[config.mk]
export PLATFORM = sky130hd
export DESIGN_NAME = microwave_ctrl
export DESIGN_NICKNAME = d
export VERILOG_FILES = /design/src/rtl/microwave_ctrl.sv
export SDC_FILE = /design/constraint.sdc
export NUM_CORES = 1
export LEC_CHECK = 0
export BUFFER_PORTS_ARGS = -buffer_cell sky130_fd_sc_hd__buf_2
export CELL_PAD_IN_SITES_DETAIL_PLACEMENT = 2
export CELL_PAD_IN_SITES_GLOBAL_PLACEMENT = 2
export CORE_AREA = 3 3 65 67
export DETAILED_ROUTE_END_ITERATION = 7
export DIE_AREA = 0 0 68 70
export PLACE_DENSITY = 0.87
export REMOVE_ABC_BUFFERS = 1
export SLEW_MARGIN = 20
export SYNTH_ARGS = -nofsm -noshare
export SYNTH_HDL_FRONTEND = slang
export SYNTH_SLANG_ARGS = --single-unit
[constraint.sdc]
create_clock -name clock -period 5.38 [get_ports clock]
set_clock_uncertainty 0.15 [all_clocks]
set_input_delay 0 -clock clock [delete_from_list [all_inputs] [get_ports clock]]
set_output_delay 0 -clock clock [all_outputs]
set_load 0.01 [all_outputs]
[src/rtl/microwave_ctrl.sv]
// Microwave cooking sequencer: button/door conditioning, 1 s tick generation and the IDLE/COOK/PAUSE/DONE FSM.
// Optional buzzer output and its counter are built only when MW_BEEP_EN is defined.
module microwave_ctrl #(
    parameter int TICK_DIV    = 100,
    parameter int DONE_CYCLES = 300,
    parameter int BEEP_CYCLES = 50
) (
    input  logic       clock,
    input  logic       resetn,
    input  logic       startn,
    input  logic       stopn,
    input  logic       door_closed,
    input  logic       timer_zero,
    output logic       timer_loadn,
    output logic       timer_clear,
    output logic       timer_enable,
    output logic       mag_on,
    output logic       done,
`ifdef MW_BEEP_EN
    output logic       beep,
`endif
    output logic [1:0] state
);

    localparam int TW = (TICK_DIV > 1) ? $clog2(TICK_DIV) : 1;
    localparam int DW = (DONE_CYCLES > 1) ? $clog2(DONE_CYCLES) : 1;
    localparam logic [TW-1:0] TICK_LAST = TW'(TICK_DIV - 1);
    localparam logic [DW-1:0] DWELL_LAST = DW'(DONE_CYCLES - 1);

    typedef enum logic [1:0] {
        IDLE  = 2'd0,
        COOK  = 2'd1,
        PAUSE = 2'd2,
        DONE  = 2'd3
    } state_t;

    state_t        state_q, next_state;
    logic [2:0]    start_s, stop_s, door_s;
    logic          start_p, stop_p;
    logic          door_q;
    logic [TW-1:0] tick_cnt;
    logic [DW-1:0] dwell_cnt;
    logic          dwell_last, enter_done;

    // door takes one extra stage so it is acted on with the same latency as a button press
    assign door_q     = door_s[2];
    assign dwell_last = (dwell_cnt == DWELL_LAST);
    assign enter_done = (next_state == DONE) && (state_q != DONE);
    assign state      = state_q;

    always_comb begin
        next_state = state_q;
        case (state_q)
            IDLE:  if (start_p && door_q && !timer_zero) next_state = COOK;
            COOK: begin
                if (timer_zero)              next_state = DONE;
                else if (!door_q || stop_p)  next_state = PAUSE;
            end
            PAUSE: begin
                if (stop_p)                  next_state = IDLE;
                else if (start_p && door_q)  next_state = COOK;
            end
            DONE:  if (stop_p || !door_q || dwell_last) next_state = IDLE;
            default: next_state = IDLE;
        endcase
    end

    always_ff @(posedge clock) begin
        if (!resetn) begin
            start_s      <= 3'b111;
            stop_s       <= 3'b111;
            door_s       <= 3'b000;
            start_p      <= 1'b0;
            stop_p       <= 1'b0;
            state_q      <= IDLE;
            tick_cnt     <= '0;
            dwell_cnt    <= '0;
            timer_loadn  <= 1'b0;
            timer_clear  <= 1'b0;
            timer_enable <= 1'b0;
            mag_on       <= 1'b0;
            done         <= 1'b0;
        end else begin
            // [0],[1] form the synchronizer, [2] is the previous synchronized level
            start_s <= {start_s[1:0], startn};
            stop_s  <= {stop_s[1:0], stopn};
            door_s  <= {door_s[1:0], door_closed};
            start_p <= start_s[2] & ~start_s[1];
            stop_p  <= stop_s[2] & ~stop_s[1];

            state_q <= next_state;

            // partial second survives PAUSE; any return to IDLE or DONE restarts it
            if (next_state == IDLE || next_state == DONE)
                tick_cnt <= '0;
            else if (state_q == COOK)
                tick_cnt <= (tick_cnt == TICK_LAST) ? '0 : tick_cnt + 1'b1;

            if (state_q == DONE && next_state == DONE)
                dwell_cnt <= dwell_cnt + 1'b1;
            else
                dwell_cnt <= '0;

            timer_loadn  <= (next_state != IDLE);
            mag_on       <= (next_state == COOK);
            timer_clear  <= stop_p && (state_q == IDLE || state_q == PAUSE);
            // no count pulse when leaving COOK on this edge
            timer_enable <= (state_q == COOK) && (next_state == COOK) && (tick_cnt == TICK_LAST);
            done         <= enter_done;
        end
    end

`ifdef MW_BEEP_EN
    localparam int BW = $clog2(BEEP_CYCLES + 1);
    logic [BW-1:0] beep_cnt;

    always_ff @(posedge clock) begin
        if (!resetn)
            beep_cnt <= '0;
        else if (stop_p)
            beep_cnt <= '0;
        else if (enter_done)
            beep_cnt <= BW'(BEEP_CYCLES);
        else if (beep_cnt != '0)
            beep_cnt <= beep_cnt - 1'b1;
    end

    assign beep = (beep_cnt != '0);
`else
    // keeps the buzzer length referenced in builds without the buzzer
    localparam int beep_cycles_unused = BEEP_CYCLES;
`endif

endmodule
==> impl_metrics.json <==
{
  "most_common_cell_after_layout_fill_and_taps_aside": "dfxtp_1",
  "placeableCoreArea_mm2": 0.003689,
  "max_slew.worst_pin.slew_ps": 486.7,
  "numCtsBuffers": 5,
  "drt_drc_violations_left": 0,
  "vdd_ir_drop_max_uv": 194.5,
  "tritoncts_clock_tree": "built",
  "outcome": "complete, no violations",
  "detail_route.wl_per_cell_um": 16.54,
  "timing.critical_path.fanout_max": 5,
  "final_layout_size_suffix_gt1_share_pct": 13.02,
  "grt_setup_unrepaired": "false",
  "reg2reg_from": "dwell_cnt[2]",
  "post-route-period-util_pct": 49.31,
  "layout.nets": 179,
  "floorplan.die.width_um": 68,
  "critical_path.cell_chain": "or4b_4 > o21a_1 > o31a_2 > ha_1 > nand2b_1 > o21bai_1 > a21oi_1",
  "kind_of_critical_path": "reg -> reg",
  "drt_iter0_markers": 65,
  "share_of_the_yosys_chip_area_belonging_to_registers_pct": 49.54,
  "ios": 13,
  "routed_via_density": 5.235,
  "finalHoldViolCount": 0,
  "nature_of_the_critical_path_startpoint": "register",
  "post_layout_nonfiller_instances": 217,
  "grt.busiest_layer": "met2",
  "rrSetupSlack_ps": 2730,
  "worst_r2r_endpoint": "tick_cnt[5]",
  "leakagePower_uw": 0.0006015,
  "met3_usage_pct": 5.949,
  "io_buffers": 12,
  "cell_internal_pwr_uw": 373.1,
  "post_cts_resize_count": 0,
  "hold_path_startpoint": "timer_zero",
  "critical_path.top_delay_family": "compound AO/OA/AOI/OAI gates",
  "cts_htree_levels": 2,
  "grtUsageMet1_pct": 19.66,
  "most-common-layout-cells": "dfxtp_1, buf_2, o21ai_0, nor2_1, nand2b_1",
  "timing.critical_path.slowest_cell_delay_ps": 530,
  "total_power_uw": 483.4,
  "most_common_flop_cell_mapped_by_yosys": "dfxtp_1",
  "cts_setup_buffers": 0,
  "fin_setup_tns_ps": 0,
  "slew_headroom_pct": 67.51,
  "finalWirelength_um": 3589,
  "antenna-diode-count": 0,
  "initial_utilization_pct": 37.25,
  "first_pass_grt_wire_length_um": 6265,
  "grt_overflow": 0,
  "global_route.usage.met2_pct": 31.26,
  "netlist-cell-type-count": 33,
  "areaGrowthSynthToFinish_pct": 19.67,
  "swShare_pct": 22.82,
  "postSynthAreaPerCell_um2": 9.475,
  "cap_violations": 0,
  "die_area_mm2": 0.004760,
  "syn_warnings": 0,
  "clock_path_buffers": 2,
  "place_hpwl_um": 2326,
  "postPlaceCellArea_mm2": 0.001483,
  "final-setup-viol-count": 0,
  "rr_worst_depth": 7,
  "drt_first_pass_iters": 4,
  "syn-instance-count": 145,
  "share_of_total_power_in_sequential_cells_pct": 53.9,
  "timing_max_transition_violations_final": 0,
  "number_of_routed_nets_with_antenna_violations": 0,
  "gp_congestion": 0.7221,
  "final.min_clock_period_ps": 2653,
  "grt_usage_pct": 18.18,
  "layout.area.seq_um2": 680.7,
  "synth_seq_cells": 34,
  "cp_endpoint_kind": "register",
  "synthArstFlopShare_pct": 0,
  "multi_input_comb_area_um2": 663.1,
  "dr_total_vias": 1136,
  "post_placement_cell_count": 202,
  "rows": 22,
  "worst_ep_arrival_time_ps": 2720,
  "max_clock_freq_mhz": 377.0,
  "post_synth_instance_area_mm2": 0.001374,
  "p_clk_share_pct": 40.6,
  "worst_path_max_delay_cell": "or4b_4",
  "hold_class": "in -> reg",
  "root_buffer_selected_by_cts": "clkbuf_8",
  "crit_path_buf_inv_count": 0,
  "grt_antenna_before_repair": 0,
  "min_to": "state[1]",
  "maximum_number_of_pins_on_one_net_before_global_route_repair": 18,
  "synth_enable_flop_cells": 0,
  "total_switching_power_uw": 110.3,
  "clock_insertion_delay_worst_skew_ps": 290,
  "first_global_vias": 1270,
  "dieHeight_um": 70,
  "holdPathStages": 4,
  "postLayoutCellArea_mm2": 0.001644,
  "power.share.combinational_pct": 5.6,
  "clock_sinks": 34,
  "timing.critical_path.required_ps": 5450,
  "fillers": 414,
  "worst_setup_hold_path_clk_slew_ps": 80,
  "cellPowerDensity_mw_per_mm2": 294.0
}
[layer usage]
| layer | share of wire (%) | up-vias |
|---|---|---|
| met2 | 55 | 16 |
| met3 | 3.5 | 6 |
| met1 | 40 | 556 |
| met5 | 0 | - |
| met4 | 2.2 | 0 |
| li1 | - | 558 |
[cells by family (layout without fill, tap and decap cells)]
logic type / after synthesis / count (layout) / share of synthesized area, %
mux: 1 / 1 / 0.7286
simple gates: 59 / 59 / 25.05
flops: 34 / 34 / 49.54
fa+ha+maj: 5 / 5 / 4.554
buf+inv: 8 / 32 / 2.186
xor+xnor: 5 / 5 / 3.188
compound gates: 33 / 33 / 14.75
[stage by stage]
stage | hold WS [ps] | utilization, % | setup slack, ps
floorplan | -76.96 | - | 3033
global placement | 33.39 | 40.20 | 2914
detailed placement | 37.40 | 40.20 | 2837
CTS | 39.24 | 44.57 | 2704
global route | 99.68 | 44.57 | 2571
finish | 56.89 | 44.57 | 2727
[tightest hold or removal path, delay by kind of cell]
| kind | cells | cell delay [ps] |
|---|---|---|
| AND/OR/NAND/NOR | 1 | 100 |
| AO/OA/AOI/OAI | 2 | 270 |
| buffers and inverters | 1 | 80 |
[cell usage after synthesis, drive strengths merged, types with 2 or more instances]
library cell  number  area, um^2
a21oi              9       45.04
and2               5       31.28
clkbuf             3       11.26
dfxtp             34       680.7
ha                 5       62.56
inv                5       18.77
nand2              8       30.03
nand2b            10       62.56
nand3              5       25.02
nand4b             3       26.28
nor2              11       41.29
nor2b              2       12.51
nor3b              2       15.01
o21a               2       15.01
o21ai             11       55.05
o22ai              2       12.51
o31ai              3       22.52
or3                6       37.54
or4                2       15.01
or4b               2       23.77
xnor2              3       26.28
xor2               2       17.52
[timing repair]
action                                 in CTS  in global routing
endpoints found under the hold margin      14                  0
setup endpoints to repair                   0                  0
hold buffers                                7                  0
[power groups by stage]
stage / registers [uW] / logic (uW) / clock network (uW)
final: 260 / 26.9 / 196
after global routing: 261 / 30.4 / 214
after CTS: 260 / 26.9 / 203
after detailed placement: 266 / 21.7 / 0
after global placement: 265 / 20.2 / 0
after floorplan: 266 / 12.5 / 0
[cell type report]
| cell class | count | share of cell area [%] |
|---|---|---|
| clock inverters | 1 | 0.3044 |
| repair buffers | 19 | 7.915 |
| inverters | 5 | 1.142 |
| flip-flops and latches | 34 | 41.40 |
| well taps | 48 | 3.653 |
| clock buffers | 7 | 5.251 |
| multi-input cells | 103 | 40.33 |
[how the worst max path moves through the flow]
stage / from / cells past startpoint / slack (ps) / to
3_3_place_gp: dwell_cnt[2] / 7 / 2910 / tick_cnt[5]
3_5_place_dp: dwell_cnt[2] / 7 / 2840 / tick_cnt[5]
2_1_floorplan: dwell_cnt[2] / 7 / 3030 / tick_cnt[5]
6_report: dwell_cnt[2] / 7 / 2730 / tick_cnt[5]
5_1_grt: state[1] / 7 / 2570 / tick_cnt[1]
4_1_cts: dwell_cnt[2] / 7 / 2700 / tick_cnt[5]
[sequential cells by signal, indices dropped and copies added, names as in the netlist, 2 cells and up]
signal	cells
start_s	3
tick_cnt	7
dwell_cnt	9
door_s	3
stop_s	3
state	2
Note: power is estimated with default switching activity, not from simulation.
